**src/rtl/pmcc_matrix_sequencer.sv**
```systemverilog
// Matrix control word register for the PMC coprocessor. It supports write, set and clear
// commands, and includes an autonomous clkSh pulse-train generator.
module pmcc_matrix_sequencer #(
  parameter int CTRL_W     = 16,
  parameter int CLK_SH_BIT = 0,
  parameter int CNT_W      = 8,
  parameter int DIV_W      = 4
) (
  input  logic              clk,
  input  logic              rst,
  input  logic              pmcc_rst,
  input  logic              store,
  input  logic [31:0]       instr,
  output logic [CTRL_W-1:0] ctrl_word,
  output logic              busy,
  output logic              done,
  output logic              cmd_dropped
);

  typedef enum logic [1:0] {
    IDLE = 2'd0,
    HIGH = 2'd1,
    LOW  = 2'd2
  } state_e;

  localparam logic [1:0] OP_WRITE = 2'b00;
  localparam logic [1:0] OP_SET   = 2'b01;
  localparam logic [1:0] OP_CLEAR = 2'b10;
  localparam logic [1:0] OP_PULSE = 2'b11;

  state_e             state_q, state_d;
  logic [CTRL_W-1:0]  ctrl_q, ctrl_d;
  logic [DIV_W-1:0]   halfCnt_q, halfCnt_d;
  logic [DIV_W-1:0]   halfReload_q, halfReload_d;
  logic [CNT_W-1:0]   pulseCnt_q, pulseCnt_d;
  logic               done_q, done_d;
  logic               dropped_q, dropped_d;

  logic [1:0]         opcode;
  logic [CTRL_W-1:0]  dataField;
  logic [CNT_W-1:0]   pulseField;
  logic [DIV_W-1:0]   halfField;
  logic               unused_instr;

  assign opcode       = instr[31:30];
  assign dataField    = instr[8 +: CTRL_W];
  assign pulseField   = instr[8 +: CNT_W];
  // The half-period field already equals H-1, which is exactly the counter reload value.
  assign halfField    = instr[8+CNT_W +: DIV_W];
  assign unused_instr = ^instr;

  always_comb begin
    state_d      = state_q;
    ctrl_d       = ctrl_q;
    halfCnt_d    = halfCnt_q;
    halfReload_d = halfReload_q;
    pulseCnt_d   = pulseCnt_q;
    done_d       = 1'b0;
    dropped_d    = 1'b0;

    unique case (state_q)
      IDLE: begin
        if (store) begin
          unique case (opcode)
            OP_WRITE: ctrl_d = dataField;
            OP_SET:   ctrl_d = ctrl_q | dataField;
            OP_CLEAR: ctrl_d = ctrl_q & ~dataField;
            OP_PULSE: begin
              if (pulseField != '0) begin
                state_d            = HIGH;
                ctrl_d[CLK_SH_BIT] = 1'b1;
                halfCnt_d          = halfField;
                halfReload_d       = halfField;
                pulseCnt_d         = pulseField - CNT_W'(1);
              end else begin
                done_d = 1'b1;
              end
            end
            default: ctrl_d = ctrl_q;
          endcase
        end
      end

      HIGH: begin
        dropped_d = store;
        if (halfCnt_q == '0) begin
          state_d            = LOW;
          ctrl_d[CLK_SH_BIT] = 1'b0;
          halfCnt_d          = halfReload_q;
        end else begin
          halfCnt_d = halfCnt_q - DIV_W'(1);
        end
      end

      LOW: begin
        dropped_d = store;
        // pulseCnt_q counts the pulses still owed after the one now finishing.
        if (halfCnt_q == '0) begin
          if (pulseCnt_q != '0) begin
            state_d            = HIGH;
            ctrl_d[CLK_SH_BIT] = 1'b1;
            halfCnt_d          = halfReload_q;
            pulseCnt_d         = pulseCnt_q - CNT_W'(1);
          end else begin
            state_d = IDLE;
            done_d  = 1'b1;
          end
        end else begin
          halfCnt_d = halfCnt_q - DIV_W'(1);
        end
      end

      default: state_d = IDLE;
    endcase
  end

  always_ff @(posedge clk) begin
    if (rst || pmcc_rst) begin
      state_q      <= IDLE;
      ctrl_q       <= '0;
      halfCnt_q    <= '0;
      halfReload_q <= '0;
      pulseCnt_q   <= '0;
      done_q       <= 1'b0;
      dropped_q    <= 1'b0;
    end else begin
      state_q      <= state_d;
      ctrl_q       <= ctrl_d;
      halfCnt_q    <= halfCnt_d;
      halfReload_q <= halfReload_d;
      pulseCnt_q   <= pulseCnt_d;
      done_q       <= done_d;
      dropped_q    <= dropped_d;
    end
  end

  assign ctrl_word   = ctrl_q;
  assign busy        = (state_q != IDLE);
  assign done        = done_q;
  assign cmd_dropped = dropped_q;

endmodule

```
**config.mk**
```make
export PLATFORM = sky130hd
export DESIGN_NAME = pmcc_matrix_sequencer
export DESIGN_NICKNAME = d
export VERILOG_FILES = /design/src/rtl/pmcc_matrix_sequencer.sv
export SDC_FILE = /design/constraint.sdc
export NUM_CORES = 1
export LEC_CHECK = 0
export ABC_AREA = 0
export CAP_MARGIN = 15
export CORE_ASPECT_RATIO = 1.5
export CORE_MARGIN = 2
export CORE_UTILIZATION = 45
export DETAILED_ROUTE_END_ITERATION = 10
export PLACE_DENSITY_LB_ADDON = 0.05
export SLEW_MARGIN = 5
export SYNTH_ARGS = -nofsm -noshare
export SYNTH_HDL_FRONTEND = slang
export SYNTH_SLANG_ARGS = --single-unit
```
**constraint.sdc**
```tcl
create_clock -name clk -period 1.85 [get_ports clk]
set_input_delay 0.37 -clock clk [delete_from_list [all_inputs] [get_ports clk]]
set_output_delay 0.37 -clock clk [all_outputs]
set_load 0.02 [all_outputs]
```
==> impl_metrics.tcl <==
set metrics [dict create \
    synth_seq_cells 36 \
    worst_setup_path_start_kind "input port" \
    wl_per_cell_um 13.83 \
    p_leak_nw 1.400 \
    max_cap_viols 0 \
    routed-via-count 2356 \
    finalWirelength_mm 6.086 \
    critPathKind "input port to flop" \
    fin_setup_tns_ns 0 \
    run_status "finished clean" \
    relSlewSlack 0.7235 \
    syn_nets 341 \
    boundaryPins 55 \
    insertion_delay_ns 0.29 \
    timing.final.crit_share 0.9521 \
    critical_path_required_ns 2.07 \
    sequential_fraction_of_the_synthesis_area 0.3158 \
    detail_route.iter0.violations 76 \
    number_of_nets_in_the_layout 421 \
    synthCells 293 \
    global_route.usage.total 0.2257 \
    timing.critical_path.slowest_cell_delay_ns 0.56 \
    grt_remaining_overflow 0 \
    sink_count_of_the_clock_tree 36 \
    grt_start_max_net_pins 31 \
    power.density_nw_per_um2 560.6 \
    max_ir_drop_vdd_uv 425.0 \
    fp.coreArea_um2 4848 \
    start_util 0.4707 \
    cp_top_family "compound AO/OA/AOI/OAI gates" \
    fin_skew_ns 0.01032 \
    total_power_mw 1.873 \
    whs_ns 0.4936 \
    dpl_worst_slack_ns -0.4853 \
    finalWorstSetupSlack_ns 0.08857 \
    die-height_um 91.22 \
    netlist-cell-type-count 51 \
    antenna_cells_inserted 0 \
    grt_first_pass_wirelength_mm 10.39 \
    end_kind "flop" \
    setup_viol 0 \
    cts_clk_pin_slew_worst_paths_ns 0.07 \
    worst-endpoint-arrival_ns 1.98 \
    layout_commonest_cell "buf_4" \
    area.growth.synth_to_final_pct 46.38 \
    proportion_of_synthesized_flip_flops_having_asynchronous_set_or_reset 0 \
    min_period_ns 1.761 \
    hold_path_class "flop to flop" \
    drc 0 \
    ctsHoldBuffers 0 \
    dp.final_hpwl_mm 4.414 \
    finalHoldViolations 0 \
    rsz_0062_raised_after_global_routing "no" \
    synthesis.yosys.warnings 0 \
    critical-path-slowest-cell "clkdlybuf4s50_1" \
    ys.flop_type "dfxtp_1" \
    cp_num_buf_inv 2 \
    std_cell_rows 31 \
    die-area_um2 5669 \
    vias_per_cell 5.355 \
    tritoncts "yes" \
    post_drt_antenna_nets 0 \
    transition_time_at_the_pin_with_the_least_slew_margin_ns 0.4132 \
    initial_antenna_violation_count 0 \
    cts_inserted_buffers 5 \
    cts_buffer_depth 2 \
    most-common-layout-cells "buf_4 (46), a21oi_1 (40), dfxtp_1 (35)" \
    drt_pass1_iterations 4 \
    crit_path_cell_trace "clkdlybuf4s50_1 -> nor4_4 -> a21o_1 -> a211o_4 -> buf_6 -> a21o_1 -> a21oi_1" \
    cts-htree-levels 2 \
    fmaxAchievable_ghz 0.5677 \
    cpMostUsedCell "a21o_1" \
    slew_viol_final 0 \
    grt_pass1_vias 2343 \
    critPathMaxFanout 5 \
    cts-root-buf "clkbuf_8" \
    globalplace.congestion 0.9318 \
    final_layout_size_suffix_gt1_frac 0.2353 \
    synth.cell_area_um2 2282 \
    floorplan.die.width_um 62.15 \
    synth_edf_count 0 \
    port_buffers 40 \
    syn_avg_cell_area_um2 7.789 \
]
-- cells by family (layout without fill, tap and decap cells) --
group	Yosys count	count (layout)	share of synthesized area
AOI/OAI and AO/OA	103	103	0.2807
and+or+nand+nor	73	73	0.1552
buffers and inverters	45	126	0.07840
DFF	36	36	0.3158
muxes	19	19	0.08498
adders and majority gates	12	12	0.06579
xor gates and xnor gates	5	5	0.01919
-- cell type report --
cell class | instances | area [um2]
Fill cell | 413 | 1508
Sequential cell | 36 | 721.9
Clock buffer | 8 | 90.09
Tap cell | 66 | 82.58
Multi-Input combinational cell | 212 | 1514
Timing Repair Buffer | 90 | 827.0
Inverter | 28 | 105.1
-- metal layers --
layer	routed length (um)	vias to the layer above	GRT usage
met2	3204	43	0.4121
met4	121	0	0.08704
met3	206	10	0.04585
li1	-	1191	-
met5	0	-	0
met1	2554	1112	0.2548
-- tightest hold or removal path: cells and delay by family, from the launching register on --
kind / cells / cell delay, ns
simple gates: 1 / 0.08
compound gates: 1 / 0.05
flops: 1 / 0.33
-- synth_stat cells, types with 3 or more instances --
| library cell | instances | area [um2] |
|---|---|---|
| o21ai_2 | 3 | 26.28 |
| nor2_1 | 21 | 78.83 |
| dfxtp_1 | 36 | 720.7 |
| nor3_1 | 3 | 15.01 |
| clkbuf_1 | 14 | 52.55 |
| inv_1 | 27 | 101.4 |
| a211oi_1 | 17 | 127.6 |
| mux2i_1 | 16 | 160.2 |
| a21oi_1 | 41 | 205.2 |
| nor4_1 | 4 | 25.02 |
| xor2_1 | 3 | 26.28 |
| o21ai_0 | 20 | 100.1 |
| nand3_1 | 3 | 15.01 |
| nand2_1 | 27 | 101.4 |
| ha_1 | 12 | 150.1 |
-- metrics by stage --
stage | util | cells | instance area [um2]
2_1_floorplan | - | 293 | 2282
3_3_place_gp | 0.6392 | 431 | 3099
3_5_place_dp | 0.6392 | 431 | 3099
4_1_cts | 0.6645 | 440 | 3222
5_1_grt | 0.6890 | 440 | 3341
6_report | 0.6890 | 440 | 3341
-- power breakdown --
| group | total [mW] | internal, mW | leakage [nW] | switching [mW] |
|---|---|---|---|---|
| Clock | 0.578 | 0.304 | 0.0455 | 0.274 |
| Combinational | 0.484 | 0.237 | 1.06 | 0.247 |
| Sequential | 0.810 | 0.795 | 0.292 | 0.0156 |
| Total | 1.87 | 1.34 | 1.40 | 0.537 |
-- final timing paths --
path / from / end / slack, ns / cells past startpoint
max: instr[11] / pulseCnt_q[3] / 0.09 / 7
min: pulseCnt_q[7] / pulseCnt_q[7] / 0.49 / 2
max reg2reg: halfCnt_q[1] / halfCnt_q[2] / 0.12 / 9
min reg2reg: pulseCnt_q[7] / pulseCnt_q[7] / 0.49 / 2
-- sequential cells by signal, indices dropped and copies added (netlist names) --
| name | count |
|---|---|
| ctrl_word | 16 |
| pulseCnt_q | 8 |
| halfCnt_q | 4 |
| halfReload_q | 4 |
| state_q | 2 |
| cmd_dropped | 1 |
| done | 1 |
-- what timing repair did --
| action | CTS | global route |
|---|---|---|
| pin swaps | 2 | 6 |
| setup buffers | 1 | 0 |
| resized for setup | 8 | 28 |
| endpoints found under the setup margin | 16 | 28 |
Power figures use the tool's default switching activity.
